==> src/rtl/cdb_arbiter_pkg.sv <==
// ============================================================================
//  Module      : cdb_arbiter_pkg
//  Description : Shared CDB widths and result/broadcast record types.
//  Revision    : 1.0 - initial release
// ============================================================================
`default_nettype none

package cdb_arbiter_pkg;

    localparam int c_NUM_FU = 3;
    localparam int c_TAG_W  = 4;
    localparam int c_DATA_W = 32;

    typedef struct packed {
        logic [c_TAG_W-1:0]  rob_tag;
        logic [c_DATA_W-1:0] value;
    } CDB_DATA;

    typedef struct packed {
        logic                valid;
        logic [c_TAG_W-1:0]  rob_tag;
        logic [c_DATA_W-1:0] value;
    } FU_RESULT;

endpackage

`default_nettype wire

==> src/rtl/cdb_arbiter_if.sv <==
// ============================================================================
//  Module      : cdb_arbiter_if
//  Description : Functional-unit result ports and CDB broadcast bundle.
//  Revision    : 1.0 - initial release
// ============================================================================
`default_nettype none

interface cdb_arbiter_if
    import cdb_arbiter_pkg::*;
#(
    parameter int NUM_FU = c_NUM_FU
);

    logic [NUM_FU-1:0]               fu_valid;
    logic [NUM_FU-1:0][c_TAG_W-1:0]  fu_tag;
    logic [NUM_FU-1:0][c_DATA_W-1:0] fu_value;
    logic [NUM_FU-1:0]               fu_ready;
    CDB_DATA                         cdb;
    logic [NUM_FU-1:0]               cdb_grant;

    modport master (
        output fu_valid, fu_tag, fu_value,
        input  fu_ready, cdb, cdb_grant
    );

    modport slave (
        input  fu_valid, fu_tag, fu_value,
        output fu_ready, cdb, cdb_grant
    );

endinterface

`default_nettype wire

==> src/rtl/cdb_arbiter_rr_arbiter.sv <==
// ============================================================================
//  Module      : rr_arbiter
//  Description : Combinational round-robin picker; one-hot grant from ptr.
//  Revision    : 1.0 - initial release
// ============================================================================
`default_nettype none

module rr_arbiter #(
    parameter int N     = 3,
    parameter int PTR_W = (N > 1) ? $clog2(N) : 1
) (
    input  wire logic [N-1:0]     req,
    input  wire logic [PTR_W-1:0] ptr,
    output logic      [N-1:0]     grant
);

    int               w_sum;
    logic [PTR_W-1:0] w_idx;
    logic             w_found;

    always_comb begin
        grant   = '0;
        w_found = 1'b0;
        w_sum   = 0;
        w_idx   = '0;
        for (int off = 0; off < N; off++) begin
            w_sum = int'(ptr) + off;
            if (w_sum >= N) begin
                w_sum = w_sum - N;
            end
            w_idx = PTR_W'(w_sum);
            if (!w_found && req[w_idx]) begin
                grant[w_idx] = 1'b1;
                w_found      = 1'b1;
            end
        end
    end

endmodule

`default_nettype wire

==> src/rtl/cdb_arbiter.sv <==
// ============================================================================
//  Module      : cdb_arbiter
//  Description : One-entry result slot per unit, round-robin onto registered CDB.
//  Revision    : 1.0 - initial release
// ============================================================================
`default_nettype none

module cdb_arbiter
    import cdb_arbiter_pkg::*;
#(
    parameter int NUM_FU = c_NUM_FU,
    parameter int TAG_W  = c_TAG_W,
    parameter int DATA_W = c_DATA_W
) (
    input  wire logic       clk,
    input  wire logic       reset,
    input  wire logic       flush,
    cdb_arbiter_if.slave    bus
);

    localparam int c_PTR_W = (NUM_FU > 1) ? $clog2(NUM_FU) : 1;

    FU_RESULT                 r_slot [NUM_FU];
    logic [c_PTR_W-1:0]       r_rr_ptr;
    CDB_DATA                  r_cdb;
    logic [NUM_FU-1:0]        r_cdb_grant;

    logic [NUM_FU-1:0]        w_req;
    logic [NUM_FU-1:0]        w_grant;
    logic [NUM_FU-1:0]        w_load;
    logic [c_PTR_W-1:0]       w_gidx;
    logic [c_PTR_W-1:0]       w_ptr_next;
    logic [TAG_W-1:0]         w_sel_tag;
    logic [DATA_W-1:0]        w_sel_val;

    rr_arbiter #(
        .N     (NUM_FU),
        .PTR_W (c_PTR_W)
    ) u_rr_arbiter (
        .req   (w_req),
        .ptr   (r_rr_ptr),
        .grant (w_grant)
    );

    // A slot being granted this cycle can take a new result at the same edge.
    for (genvar i = 0; i < NUM_FU; i++) begin : g_slot_ctrl
        assign w_req[i]        = r_slot[i].valid;
        assign bus.fu_ready[i] = reset && !flush && (!r_slot[i].valid || w_grant[i]);
        assign w_load[i]       = bus.fu_valid[i] && bus.fu_ready[i] && (bus.fu_tag[i] != '0);
    end

    always_comb begin
        w_gidx = '0;
        for (int i = 0; i < NUM_FU; i++) begin
            if (w_grant[i]) begin
                w_gidx = c_PTR_W'(i);
            end
        end
        w_ptr_next = (w_gidx == c_PTR_W'(NUM_FU - 1)) ? '0 : w_gidx + 1'b1;
        w_sel_tag  = r_slot[w_gidx].rob_tag;
        w_sel_val  = r_slot[w_gidx].value;
    end

    always_ff @(posedge clk) begin
        if (!reset) begin
            for (int i = 0; i < NUM_FU; i++) begin
                r_slot[i] <= '0;
            end
            r_cdb       <= '0;
            r_cdb_grant <= '0;
            r_rr_ptr    <= '0;
        end else if (flush) begin
            // Pointer deliberately survives a flush so fairness history is kept.
            for (int i = 0; i < NUM_FU; i++) begin
                r_slot[i] <= '0;
            end
            r_cdb       <= '0;
            r_cdb_grant <= '0;
        end else begin
            for (int i = 0; i < NUM_FU; i++) begin
                if (w_load[i]) begin
                    r_slot[i] <= {1'b1, bus.fu_tag[i], bus.fu_value[i]};
                end else if (w_grant[i]) begin
                    r_slot[i].valid <= 1'b0;
                end
            end
            if (|w_grant) begin
                r_cdb       <= {w_sel_tag, w_sel_val};
                r_cdb_grant <= w_grant;
                r_rr_ptr    <= w_ptr_next;
            end else begin
                r_cdb       <= '0;
                r_cdb_grant <= '0;
            end
        end
    end

    assign bus.cdb       = r_cdb;
    assign bus.cdb_grant = r_cdb_grant;

endmodule

`default_nettype wire

==> src/flat_wrapper.sv <==
// flat-port wrapper written by rule: the top's interface ports become plain ports
module cdb_arbiter_flat import cdb_arbiter_pkg::*;
#(
    parameter int NUM_FU = c_NUM_FU,
    parameter int TAG_W  = c_TAG_W,
    parameter int DATA_W = c_DATA_W
)
  (clk, reset, flush, bus_fu_valid, bus_fu_tag, bus_fu_value, bus_fu_ready, bus_cdb, bus_cdb_grant);
  cdb_arbiter_if #(.NUM_FU(NUM_FU)) bus_i ();
  input  wire logic clk;
  input  wire logic reset;
  input  wire logic flush;
  input wire logic [$bits(bus_i.fu_valid)-1:0] bus_fu_valid;
  input wire logic [$bits(bus_i.fu_tag)-1:0] bus_fu_tag;
  input wire logic [$bits(bus_i.fu_value)-1:0] bus_fu_value;
  output wire logic [$bits(bus_i.fu_ready)-1:0] bus_fu_ready;
  output wire logic [$bits(bus_i.cdb)-1:0] bus_cdb;
  output wire logic [$bits(bus_i.cdb_grant)-1:0] bus_cdb_grant;
  assign bus_i.fu_valid = bus_fu_valid;
  assign bus_i.fu_tag = bus_fu_tag;
  assign bus_i.fu_value = bus_fu_value;
  assign bus_fu_ready = bus_i.fu_ready;
  assign bus_cdb = bus_i.cdb;
  assign bus_cdb_grant = bus_i.cdb_grant;
  cdb_arbiter #(.NUM_FU(NUM_FU), .TAG_W(TAG_W), .DATA_W(DATA_W)) u_core (.clk(clk), .reset(reset), .flush(flush), .bus(bus_i));
endmodule
==> config.mk <==
export PLATFORM = sky130hd
export DESIGN_NAME = cdb_arbiter_flat
export DESIGN_NICKNAME = d
export VERILOG_FILES = /design/src/rtl/cdb_arbiter_pkg.sv /design/src/rtl/cdb_arbiter_if.sv /design/src/rtl/cdb_arbiter_rr_arbiter.sv /design/src/rtl/cdb_arbiter.sv /design/src/flat_wrapper.sv
export SDC_FILE = /design/constraint.sdc
export NUM_CORES = 1
export LEC_CHECK = 0
export CORE_AREA = 2 2 116 118
export DETAILED_ROUTE_END_ITERATION = 16
export DIE_AREA = 0 0 118 120
export PLACE_DENSITY = 0.93
export SETUP_SLACK_MARGIN = 0.2
export SLEW_MARGIN = 20
export SYNTH_ARGS = -nofsm -noshare
export SYNTH_HDL_FRONTEND = slang
export SYNTH_HIERARCHICAL = 1
export SYNTH_SLANG_ARGS = --single-unit
==> constraint.sdc <==
create_clock -name clk -period 9.7 [get_ports clk]
set_clock_uncertainty 0.1 [all_clocks]
set_input_delay 1.94 -clock clk [delete_from_list [all_inputs] [get_ports clk]]
set_output_delay 1.94 -clock clk [all_outputs]
set_load 0.02 [all_outputs]
Word-level counts from Yosys, hierarchy flattened
Memory sizes are Yosys's and may differ from the RTL's. A register that Yosys moved wholly into a read port is not among the register bits.
Index checks and enable logic that the tools add are counted.
Word-level totals
  memories: 1
  memory bits (read-only): 0
  word-level logic and storage cells: 126
  output and inout port bits: 42
  RAM bits: 111
  latch bits: 0
  bits of input ports: 114
  flip-flop bits (word level): 5
Memory list
  u_core.r_slot: words 3, width 37, rd ports 4, clocked after Yosys merged registers in 1, write ports 3, RTL line cdb_arbiter.sv:23  | FU_RESULT r_slot [NUM_FU];
Cells by class
  shifts and indexed selects: 0
  reduce and logical (&&, ||, !) cells: 30
  add/subtract/negate cells: 6
  mux-type cells: 63
  $mul: 0
  bitwise gates (word level): 14
  magnitude comparators: 9
  divide/modulo/power cells: 0
  equal/unequal tests: 1
Operator list (count)
  37-bit 2-to-1 mux: 6
  1-bit 2-to-1 mux: 43
  1-bit logical AND: 15
  4-bit nonzero test: 3
  2-bit 2-to-1 mux: 5
  2-bit by 3-bit < comparator with 1-bit output, second input constant: 3
  3-bit 2-to-1 mux: 3
  1-bit OR: 9
  1-bit binary-select mux with 2-bit select: 3
  1-bit demux with 2-bit select: 3
  2-bit by 1-bit >= comparator with 1-bit output, second input constant: 3
  3-bit by 2-bit >= comparator with 1-bit output, second input constant: 2
  1-bit logical NOT: 6
  3-bit OR: 2
  3-bit OR reduction: 2
  2-bit subtractor, second input constant: 3
  2-bit by 1-bit adder with 3-bit output, second input constant: 1
  2-bit by 2-bit adder with 3-bit output, second input constant: 1
  1-bit logical OR: 3
  1-bit inverter: 3
  2-bit by 1-bit adder with 2-bit output, second input constant: 1
  2-bit equality test, second input constant: 1
  2-bit >= comparator, second input constant: 1
  2-bit AND reduction: 1

Longest topological paths before layout
Gate-level depths: netlist of the first run.
  word-level depth: 21
  gate-level depth with buffers: 14
  depth with buffers taken out: 9

Modules after synthesis
The synthesis of the first run kept the hierarchy.
Modules (own cells, without submodules)
  cdb_arbiter: area each 6621.4 µm², sequential area each 4144.0 µm², instances 1, cells an instance 565
  rr_arbiter: area each 272.8 µm², sequential area each 0.0 µm², instances 1, cells an instance 36

Worst setup path after synthesis of the first run
Ideal clock, no wire load.
  kind: input -> register
  start: input bus_fu_tag[1]
  end: memory u_core/r_slot[0][0] (netlist bit) (enable)
  setup slack: 4.427 ns
  cell stages on the path: 3
  data arrival time: 4.693 ns
  buffers on the path: 0
  data required time: 9.121 ns
  setup time: 0.479 ns
  cell sequence: or4_4 nand2_1 o21ai_0
RTL lines
  start: declaration: RTL line flat_wrapper.sv:14  | input wire logic [$bits(bus_i.fu_tag)-1:0] bus_fu_tag;
  end: declaration: RTL line cdb_arbiter.sv:23

Worst setup path in the final report of the first run
  start: input reset
  end: output bus_fu_ready[2]
Between the ends
  cells in the longest elaborated chain, start to end: 2
RTL lines
  start: declaration: RTL line flat_wrapper.sv:11  | input wire logic reset;
  1-bit logical AND (2 in a row): RTL line cdb_arbiter.sv:48  | assign bus.fu_ready[i] = reset && !flush && (!r_slot[i].valid || w_grant[i]);
  end: declaration: RTL line flat_wrapper.sv:16  | output wire logic [$bits(bus_i.fu_ready)-1:0] bus_fu_ready;
No other way between the ends.

==> results of run 1 <==
## metal layers
layer	global-route usage (%)	vias to the layer above
li1	-	2385
met1	26.5	2423
met2	40.2	247
met3	4.80	39
met4	11.1	0
met5	0	-
## sequential cells by signal, summed over array words and instances (netlist names)
name                  count
u_core/bus.cdb           36
u_core/bus.cdb_grant      3
u_core/r_rr_ptr           2
u_core/r_slot           111
## cells by family after synthesis
| logic type | synth area share, % |
|---|---|
| AO/OA/AOI/OAI | 13.0 |
| adder cells (fa/ha/maj) | 0.726 |
| buffers and inverters | 9.87 |
| flip-flops | 60.1 |
| multiplexers | 11.7 |
| AND/OR/NAND/NOR | 4.61 |
## layout make-up
| type | instances | area (um^2) | share of cell area, % |
|---|---|---|---|
| Multi-Input combinational cell | 282 | 2140 | 23.4 |
| Clock buffer | 21 | 460 | 5.02 |
| Timing Repair Buffer | 161 | 1620 | 17.7 |
| Clock inverter | 10 | 144 | 1.57 |
| Tap cell | 176 | 220 | 2.40 |
| Inverter | 115 | 432 | 4.71 |
| Sequential cell | 152 | 4140 | 45.2 |
## Yosys cell counts, types with 2 or more instances
master	count	area, um^2
sky130_fd_sc_hd__o21ai_0	5	25.0
sky130_fd_sc_hd__nand2b_1	3	18.8
sky130_fd_sc_hd__ha_1	4	50.1
sky130_fd_sc_hd__dfxtp_1	42	841
sky130_fd_sc_hd__clkbuf_1	23	86.3
sky130_fd_sc_hd__a32oi_1	2	17.5
sky130_fd_sc_hd__nand3b_1	3	22.5
sky130_fd_sc_hd__nor2b_1	3	18.8
sky130_fd_sc_hd__buf_2	18	90.1
sky130_fd_sc_hd__buf_4	6	45.0
sky130_fd_sc_hd__nand2_1	4	15.0
sky130_fd_sc_hd__mux2i_1	40	400
sky130_fd_sc_hd__o211ai_1	5	37.5
sky130_fd_sc_hd__mux2_2	36	405
sky130_fd_sc_hd__and3b_1	2	17.5
sky130_fd_sc_hd__buf_1	3	11.3
sky130_fd_sc_hd__and2_1	3	18.8
sky130_fd_sc_hd__a21oi_1	3	15.0
sky130_fd_sc_hd__a31oi_1	109	682
sky130_fd_sc_hd__edfxtp_1	110	3300
sky130_fd_sc_hd__inv_1	115	432
sky130_fd_sc_hd__nor2_1	43	161
## worst min-delay path, delay by kind of cell, from the launching register on
family | cells | cell delay, ps
muxes | 1 | 60
DFF | 1 | 320
and+or+nand+nor | 1 | 70
## through the flow
step / setup WS (ps) / utilization, % / std cells / instance area, um^2 / hold WS (ps)
2_1_floorplan: 4430 / - / 601 / 6890 / 356
3_3_place_gp: 3510 / 65.6 / 884 / 8510 / 365
3_5_place_dp: 3400 / 65.8 / 885 / 8540 / 369
4_1_cts: 3380 / 70.4 / 916 / 9140 / 385
5_1_grt: 3660 / 70.6 / 917 / 9170 / 407
6_report: 3710 / 70.6 / 917 / 9170 / 386
## final timing paths
path / from / endpoint
max: reset / bus_fu_ready[2]
min: u_core/r_slot[2][20] / u_core/bus.cdb[20]
max reg2reg: u_core/r_rr_ptr[0] / u_core/r_slot[1][20]
min reg2reg: u_core/r_slot[2][20] / u_core/bus.cdb[20]
## where the power goes
part           total [uW]  internal [uW]  switching [uW]  leakage, uW
combinational         714            322             392      0.00183
sequential            918            870            48.0      0.00156
clock                 670            419             251     0.000287
## cells in the final DEF, fill, tap and decap left out, types with 3 or more instances in the layout
cell	synthesis	routed
sky130_fd_sc_hd__edfxtp_1	110	110
sky130_fd_sc_hd__o21ai_0	5	4
sky130_fd_sc_hd__clkdlybuf4s50_1	0	155
sky130_fd_sc_hd__buf_4	6	4
sky130_fd_sc_hd__a21oi_1	3	3
sky130_fd_sc_hd__a31oi_1	109	109
sky130_fd_sc_hd__dfxtp_1	42	42
sky130_fd_sc_hd__ha_1	4	4
sky130_fd_sc_hd__nor2_1	43	43
sky130_fd_sc_hd__nand2b_1	3	3
sky130_fd_sc_hd__mux2i_1	40	40
sky130_fd_sc_hd__and2_1	3	3
sky130_fd_sc_hd__o211ai_1	5	5
sky130_fd_sc_hd__bufinv_16	0	3
sky130_fd_sc_hd__inv_6	0	3
sky130_fd_sc_hd__inv_1	115	115
sky130_fd_sc_hd__clkinvlp_4	0	3
sky130_fd_sc_hd__nand3b_1	3	3
sky130_fd_sc_hd__mux2_2	36	36
sky130_fd_sc_hd__clkbuf_16	0	17
==> results.txt, run 1 <==
- Detailed placement ended at an HPWL of 9870 um.
- At the end of routability-driven placement, the weighted congestion stood at 0.857.
- Counting every instance in the synthesized netlist gives 601.
* Initial standard-cell utilization of the core: between 50% and 60%
- Post-CTS Setup Inserts: 0
- EDFF count, synth: 110
- Avg Cell Area, Syn: 11.5 um^2
- Fraction of registers with async set or reset after synthesis: 0%
- The routed design could run at a clock period as short as 5990 ps.
* Via-to-Cell Ratio: 5.56
- STA classifies the critical path startpoint as a primary input.
- Vertical die dimension: between 100 and 150 um
* Cell family with most CP delay: buffers and inverters
- Overall power after layout: 2300 uW
- Final setup violation count: 0
- Highest metal layer with signal wires: met4
* Slowest library cell on the worst path: sky130_fd_sc_hd__nor2b_2
- The clock passes through at most 2 buffers.
- Clock-pin slew was measured on the worst setup and hold paths at 60 ps.
- Cells with a size suffix above 1 make up between 10% and 20% of the layout.
* Nature of the critical path endpoint: primary output
* Standard-cell rows: 42
- The repair_antennas step left the layout with diodes totalling 0.
- Clock tree root buffer cell: sky130_fd_sc_hd__clkbuf_16
* Period Utilization, post-route: 61.7%
* Worst hold path type: register to register
- Reported leakage power: 0.00368 uW
- Die X-Extent: around 120 um
- Setup repair after global routing left no endpoint under its margin.
- For this run, the leading register cell type out of synthesis is sky130_fd_sc_hd__edfxtp_1.
- Summed over all nets, wire length on met2 after detailed routing comes to a little over 8000 um.
* Number of clock sinks: 152
* Critical path depth in cells: 4
* Portion of the post-synthesis area used by sequential elements: 60.1%
* Number of distinct library cells after synthesis: 41
* Wire length the detailed router placed on met1: 6470 um
- For this block, the initial DRC count from the detailed router was 552.
* Post-CTS sizing: 0
- After synthesis the cells add up to 6890 um^2.
- For the worst setup path, the data required time is ~7700 ps.
- Aggregate global-route resource usage: 22.8%
- The floorplan step defined a die boundary enclosing 14,200 um^2.
* Max-cap check violation count: 0
* Via count of the first global-routing pass: 5,159
* Hold Path Depth: 2
- For the pin with the worst max-slew slack, the measured transition is 1130 ps.
- VDD sags by at most 0.123 mV.
* Number of fill cells in the layout: 879
* Critical path cell sequence: clkdlybuf4s50_1 > nor2b_2 > and2_1 > clkdlybuf4s50_1
- Clk Latency, worst-skew pair: 410 ps
- Area Overhead vs Synth: 33.0%
- Overall via count from detail_route: 5,094
- Summed over all layers, the global routing overflow is 0.
- Number of buffers inserted for hold repair after clock tree synthesis: 0
- The initial antenna violation count was 0.
* Final total negative setup slack: 0 ps
- Number of nets in the finished design: 847
- Dividing the detail-routed wire length by the instance count gives 17.4 um.
- Number of ports placed on the die boundary: 156
- Wire length of the first global-routing pass: 25,200 um
- Pin count of the biggest net entering global routing: 113
- Along the worst path, the maximum fanout reaches 10.
- Wire segments on met3 add up to 872 um in the final route.
- Number of buffer and inverter instances along the worst setup path: 2
* Reg-to-reg slack, setup: between 5000 and 6000 ps
* Syn Nets: 719
- Worst Setup Path Type: primary input to primary output
- Status: complete, no violations
- Yosys printed 6 warnings.
- Port Buffers: ~160
* Logic depth of the worst register-to-register path: 9
- For this block, the routed nets add up to 16,000 um of wire.
* Hold Fails Final Rpt: 0
- In this run the tightest slew margin relative to its limit is 24.6%.
- Pre-Repair DR Iteration Count: 5
- For this run, the top clock speed supported by timing is 167 MHz.
- CTS H-tree depth: 4
- TritonCTS built the clock tree.
- For this run, design rule violations remaining after detail routing come to 0.
- STA puts the critical path data arrival time at ~4000 ps.
- Standard cell core area: ~13,000 um^2
- In this run, CTS created clock tree buffers numbering 17.
* Maximum single-stage delay on the critical path: 630 ps
- The max-slew violation total from the final report was 0.
* Register bit total from synthesis: around 150
* Power per cell area: between 200 and 300 nW/um^2
* Post-route ant nets: 0
- Most used cell along the critical path: sky130_fd_sc_hd__clkdlybuf4s50_1
(Power assumes the default switching activity.)
==> run 2, diff against run 1 <==
CORE_AREA = 2 2 120 122   (was 2 2 116 118)
DIE_AREA = 0 0 122 124   (was 0 0 118 120)
PLACE_DENSITY = 0.88   (was 0.93)
clock period = 6 ns   (was 9.7 ns; I/O delays follow)
==> results.txt, run 2 (same netlist as run 1, synthesis figures left out) <==
- The layout has 1,017 filler cells.
- The worst setup path is captured at a primary output.
- Setup repair after global routing missed its margin: no
- Number of flip-flops in the largest register: 111
* Final setup violation count: 0
- Clk pin slew, worst setup/hold paths: 60 ps
* Reported leakage power: 0.00369 uW
- Detailed-route wire length: 16,400 um
- Detailed routing placed a total of 1320 um of wire on met3.
- The area growth from synthesis to layout is 33.4%.
- The detailed router put a total of 6560 um of wire on met1.
* Number of remaining DRC errors: 0
- Port Buffers: 155
* Pre-Repair DR Iteration Count: 6
- Critical path cell sequence: inv_1 > ha_1 > nand3b_1 > o21ai_0 > o211ai_1 > o211ai_1 > nor2_1 > nor2_1 > clkdlybuf4s50_1
- Of the available clock period, the critical path in the final layout requires 78.2%.
- In this run, post-CTS repair resized a total of 0 instances.
* Die Outline Area: roughly 15,000 um^2
- Maximum single-stage delay on the critical path: 620 ps
- Number of buffer and inverter instances along the worst setup path: 2
- Counting every sink on the clock net gives around 150.
* CP startpoint: u_core/r_rr_ptr[0]
* Maximum net fanout on the critical path: 11
- The flow ran to the end, and the final reports show no timing, DRC or antenna violations.
- Number of buffers inserted during clock tree synthesis: 17
* CP Capture Point: bus_fu_ready[0]
- Once the clock tree was built, the setup fixing pass inserted 0 buffers.
- Final total negative setup slack: 0 ps
* Number of buffers inserted for hold repair after clock tree synthesis: 0
* Standard cell core area: roughly 14,000 um^2
- Summed over all nets, wire length on met2 after detailed routing comes to 8200 um.
* CTS H-tree depth: 4
- After detailed placement, the design holds a cell count of 893.
* Max-cap check violation count: 0
* Time the worst path needs with I/O delays and setup: 4690 ps
- In the final layout, the share of cells above drive strength 1 is 11.3%.
- Data on the critical path is required at its endpoint by 4700 ps.
- For the pin with the worst max-slew slack, the measured transition is 984 ps.
- Initial detailed-routing violation count: 711
* Initial antenna violation count: 0
- Final Cell Area: 9200 um^2
- Final global-route overflow total: 0
* Reg-to-reg slack, setup: 1930 ps
* Clk Latency, worst-skew pair: 410 ps
* Startpoint of the worst-slack reg-to-reg timing path: u_core/r_rr_ptr[0]
- In the layout the commonest cells are 155 x sky130_fd_sc_hd__clkdlybuf4s50_1, 115 x sky130_fd_sc_hd__inv_1, 110 x sky130_fd_sc_hd__edfxtp_1.
- Post-route ant nets: 0
- Worst reg2reg endpoint: u_core/r_slot[1][33]
* Standard-cell rows: 43
- The worst pin sits at a relative slew slack of between 30% and 40%.
- The critical path crosses 9 cells after its start point.
- Global routing used 21.6% of the available tracks.
* Power per cell area: 399 nW/um^2
* Worst-case vdd ir drop: 0.198 mV
* Hold Fails Final Rpt: 0
- The final route contains 5,211 vias.
- For this run, the top clock speed supported by timing is roughly 210 MHz.
- Measured along the y axis, the die boundary spans ~120 um.
* Largest register by flop count: u_core/r_slot
- Startpoint class of the critical path: register
* Worst hold path type: register to register
* Most common cell after layout, fill and taps aside: sky130_fd_sc_hd__clkdlybuf4s50_1
* Via-to-Cell Ratio: roughly 5.6
- Detailed-placement wirelength estimate: 10,500 um
- TritonCTS built the clock tree.
* Via count of the first global-routing pass: 4,904
* Final number of max-transition violations: 0
- Summing all placed instances gives a cell area of 8610 um^2.
- Data arrival time at the worst-slack endpoint: 3390 ps
- The net count of the finished layout is 851.
* Worst Setup Path Type: register to primary output
- # diodes: 0
* Highest metal layer with signal wires: met4
* Clock tree root buffer cell: sky130_fd_sc_hd__clkbuf_16
- Wire length per cell: 17.8 um
* Pin count of the biggest net entering global routing: 111
- For this run, the number of standard cells in the final layout without fillers is 926.
- On the critical path, the stage with the largest delay is an instance of sky130_fd_sc_hd__o211ai_1.
- For this configuration, the core starts out at a cell density of 50.3%.
- The floorplan step set the die width to 122 um.
- For the worst flop-to-flop path, the logic depth is 12.
* Cell family with most CP delay: compound AO/OA/AOI/OAI gates
* Number of ports placed on the die boundary: 156
- The first global-routing pass estimated 24,800 um of wire.
- The clock passes through at most 2 buffers.
* Final weighted congestion of routability-driven global placement: 0.812
## run 2: worst min path at each step
stage,start,end,slack (ps),cells after the start
2_1_floorplan,u_core/r_slot[2][0],u_core/bus.cdb[0],360,2
3_3_place_gp,u_core/r_slot[2][23],u_core/bus.cdb[23],360,2
3_5_place_dp,u_core/r_slot[2][0],u_core/bus.cdb[0],370,2
4_1_cts,u_core/r_slot[2][20],u_core/bus.cdb[20],390,2
5_1_grt,u_core/r_slot[2][14],u_core/bus.cdb[14],420,2
6_report,u_core/r_slot[2][26],u_core/bus.cdb[26],380,2
## run 2: metrics by stage
step           total power [uW]  setup slack, ps  utilization (%)  hold WS, ps
6_report                   3670             1310             67.0          385
5_1_grt                    3840             1210             67.0          415
4_1_cts                    3660             1400             66.8          391
3_5_place_dp               2650             1820             62.7          374
3_3_place_gp               2580             1860             62.3          363
2_1_floorplan              2280             1240                -          356
## run 2: area by class of cell
class | count | area [um^2] | share of cell area, %
inverter | 115 | 432 | 4.69
tap | 180 | 225 | 2.45
timing repair buffer | 165 | 1700 | 18.5
clock inverter | 13 | 131 | 1.43
clock buffer | 19 | 433 | 4.71
sequential | 152 | 4140 | 45.0
multi-input combinational | 282 | 2130 | 23.2
## run 2: where the power goes
group | internal (uW) | switching [uW] | total [uW]
Sequential | 1410 | 78.3 | 1490
Clock | 607 | 406 | 1010
Combinational | 535 | 640 | 1180
Total | 2550 | 1120 | 3670
## run 2: worst register-to-register path: stages (launching register included)
cell and delay [ps]:
sky130_fd_sc_hd__dfxtp_1 410, sky130_fd_sc_hd__inv_1 100, sky130_fd_sc_hd__ha_1 460, sky130_fd_sc_hd__a22oi_1 140, sky130_fd_sc_hd__o22ai_1 260, sky130_fd_sc_hd__nor4bb_1 100, sky130_fd_sc_hd__o31a_2 300, sky130_fd_sc_hd__buf_4 320
sky130_fd_sc_hd__and3b_1 330, sky130_fd_sc_hd__a32oi_4 530, sky130_fd_sc_hd__buf_16 250, sky130_fd_sc_hd__buf_12 270, sky130_fd_sc_hd__a31oi_1 190
## run 2: per-layer routing
| layer | GRT usage, % | vias up |
|---|---|---|
| met5 | 0 | - |
| met4 | 9.41 | 0 |
| met3 | 5.31 | 39 |
| met2 | 35.8 | 299 |
| met1 | 27.0 | 2464 |
| li1 | - | 2409 |
==> run 3, diff against run 2 <==
clock period = 4.4 ns   (was 6 ns; I/O delays follow)
==> results.txt, run 3 (same netlist as run 1, synthesis figures left out) <==
* Post-route ant nets: 0
- Leaving out fill and tap cells, the most frequent cell in the layout is sky130_fd_sc_hd__clkdlybuf4s50_1.
* Tightest Pin Transition: 1010 ps
* Number of buffers inserted for hold repair after clock tree synthesis: 0
- Highest-count cells in the layout ignoring fill and taps: 155 x sky130_fd_sc_hd__clkdlybuf4s50_1, 115 x sky130_fd_sc_hd__inv_1, 110 x sky130_fd_sc_hd__edfxtp_1
* Die X-Extent: 122 um
- In this run the worst path has a maximum fanout of 11.
- Final global-route overflow total: 0
- For this block, the initial DRC count from the detailed router was 464.
- Largest register by flop count: u_core/r_slot
- Final weighted congestion of routability-driven global placement: between 0.8 and 0.9
- Detailed-route wire length: 16,200 um
* Pre-Repair DR Iteration Count: 4
- For the worst setup path, the data arrival time is a little over 3000 ps.
- The tool flagged a number of max-cap violations equal to 0.
- The placed instances occupy a cell area of 8590 um^2.
- Final Cell Area: 9160 um^2
- The worst register-to-register path has a depth of 11.
- Once routing completed, OpenROAD measured the worst setup slack at 307 ps.
- The net count of the finished layout is 853.
- Counting along the longest clock path gives a buffer depth of 2.
- # diodes: 0
- At the placement stage, the worst setup path has a slack of 633 ps.
- The cell sitting at the root of the clock tree is a sky130_fd_sc_hd__clkbuf_16.
- In this run the tightest slew margin relative to its limit is 32.1%.
* Die Outline Area: 15,100 um^2
- Relative to the synthesized area, the layout overhead comes to 32.9%.
* Worst hold path type: register to register
- Startpoint of the most critical hold path: u_core/r_slot[2][8]
- Initial standard-cell utilization of the core: 50.3%
* Power per cell area: 542 nW/um^2
* Aggregate global-route resource usage: 21.4%
- CTS H-tree depth: 4
- Reg-to-reg slack, setup: 570 ps
- The worst register-to-register path ends at u_core/r_slot[1][13].
* Max Clk Rate: 244 MHz
- The post-route netlist has roughly an eighth of its cells at a drive strength greater than 1.
- 156 I/O pins were placed.
* Clk pin slew, worst setup/hold paths: 60 ps
- TritonCTS clock tree: built
* Via count of the first global-routing pass: 5,096
* Hold Fails Final Rpt: 0
- The flow ran to the end, and the final reports show no timing, DRC or antenna violations.
- Number of flip-flops in the largest register: 111
* Register Area: between 4000 and 5000 um^2
- Dividing the detail-routed via count by the number of cells gives 5.54.
- Setup repair after global routing left no endpoint under its margin.
- After detailed routing, the average wire length per cell comes to roughly 17 um.
- Summed over all nets, the half-perimeter wirelength after detailed placement is 10,000 um.
- The smallest clock period supported by the final layout is computed as 4090 ps.
- Final number of max-transition violations: 0
- The final route contains between 5,000 and 6,000 vias.
- Final setup violation count: 0
* Number of clock sinks: 152
* Pin count of the biggest net entering global routing: 112
- Clk Latency, worst-skew pair: 410 ps
- Startpoint class of the critical path: register
- Nature of the critical path endpoint: primary output
- The count of buffers added on input and output ports is around 160.
* Number of buffers inserted during clock tree synthesis: 17
- WP data required: 3420 ps
* Hold-critical path endpoint: u_core/bus.cdb[8]
- For the final routed database, the setup TNS stands at 0 ps.
- Vertical die dimension: 124 um
* Multi-input gate area: 2150 um^2
- Period Utilization, post-route: roughly 93%
* Standard cell core area: roughly 14,000 um^2
* Number of fill cells in the layout: 996
* Startpoint of the worst-slack reg-to-reg timing path: u_core/r_rr_ptr[0]
* Standard-cell rows: 43
- The initial antenna violation count came to 0.
* Worst Setup Path Type: register to primary output
- In the routed design, unresolved DRC markers number 0.
- Reported leakage power: 0.00368 uW
- Wire length of the first global-routing pass: between 20,000 and 25,000 um
- VDD sags by at most 0.273 mV.
* Hold Path Depth: 2
run 3: changes by cell type in the layout (fill, tap and decap cells not counted), sizes merged:
cell / before / now
inv: 115 / 117
bufinv: 2 / 0
clkbuf: 19 / 22
clkinv: 6 / 4
clkinvlp: 5 / 4
buf: 10 / 12
run 3: worst max path at each step:
stage / to / from / slack (ps)
after floorplan: u_core/r_slot[0][0] / u_core/r_rr_ptr[0] / 610
after global placement: bus_fu_ready[0] / u_core/r_rr_ptr[0] / 860
after detailed placement: u_core/r_slot[0][0] / u_core/r_rr_ptr[0] / 630
after CTS: bus_fu_ready[0] / u_core/r_rr_ptr[0] / 210
after global routing: bus_fu_ready[2] / u_core/r_rr_ptr[0] / 140
final: bus_fu_ready[0] / u_core/r_rr_ptr[0] / 310
run 3: stage by stage:
stage	utilization (%)	total power, uW	hold WS [ps]	cells
after floorplan	-	3110	356	601
after global placement	62.6	3530	364	893
after detailed placement	62.6	3620	377	893
after CTS	66.5	4930	396	925
after global routing	66.8	5180	411	928
final	66.8	4960	390	928
run 3: critical path, stage by stage, from the launching register on:
cell and delay [ps]:
sky130_fd_sc_hd__dfxtp_1 390, sky130_fd_sc_hd__inv_1 110, sky130_fd_sc_hd__ha_2 440, sky130_fd_sc_hd__mux2i_1 100, sky130_fd_sc_hd__a221oi_1 350, sky130_fd_sc_hd__o211ai_1 140
sky130_fd_sc_hd__o211ai_1 260, sky130_fd_sc_hd__nor2_1 170, sky130_fd_sc_hd__nor2_1 120, sky130_fd_sc_hd__clkdlybuf4s50_1 610
run 3: what timing repair did:
action / in CTS / in global routing
buffers inserted: 0 / 3
endpoints found under the setup margin: 0 / 3
gates resized for setup: 0 / 3
hold endpoints to repair: 0 / 0
run 3: where the power goes:
group / internal, uW / leakage, uW / switching (uW) / total [uW]
Sequential: 1920 / 0.00156 / 102 / 2020
Combinational: 756 / 0.00186 / 881 / 1640
Clock: 752 / 0.000253 / 553 / 1300
Total: 3430 / 0.00368 / 1540 / 4960
run 3: cell type report:
type	count	share of cell area [%]
sequential	152	45.2
clock inverter	10	0.792
inverter	115	4.71
multi-input combinational	282	23.4
tap	180	2.46
clock buffer	22	5.07
timing repair buffer	167	18.3
run 3: routing by layer:
metal | vias to the layer above | GRT usage [%] | routed length (um)
li1 | 2403 | - | -
met1 | 2492 | 25.7 | 6570
met2 | 218 | 37.9 | 8190
met3 | 28 | 3.98 | 1080
met4 | 0 | 8.98 | 361
met5 | - | 0 | 0
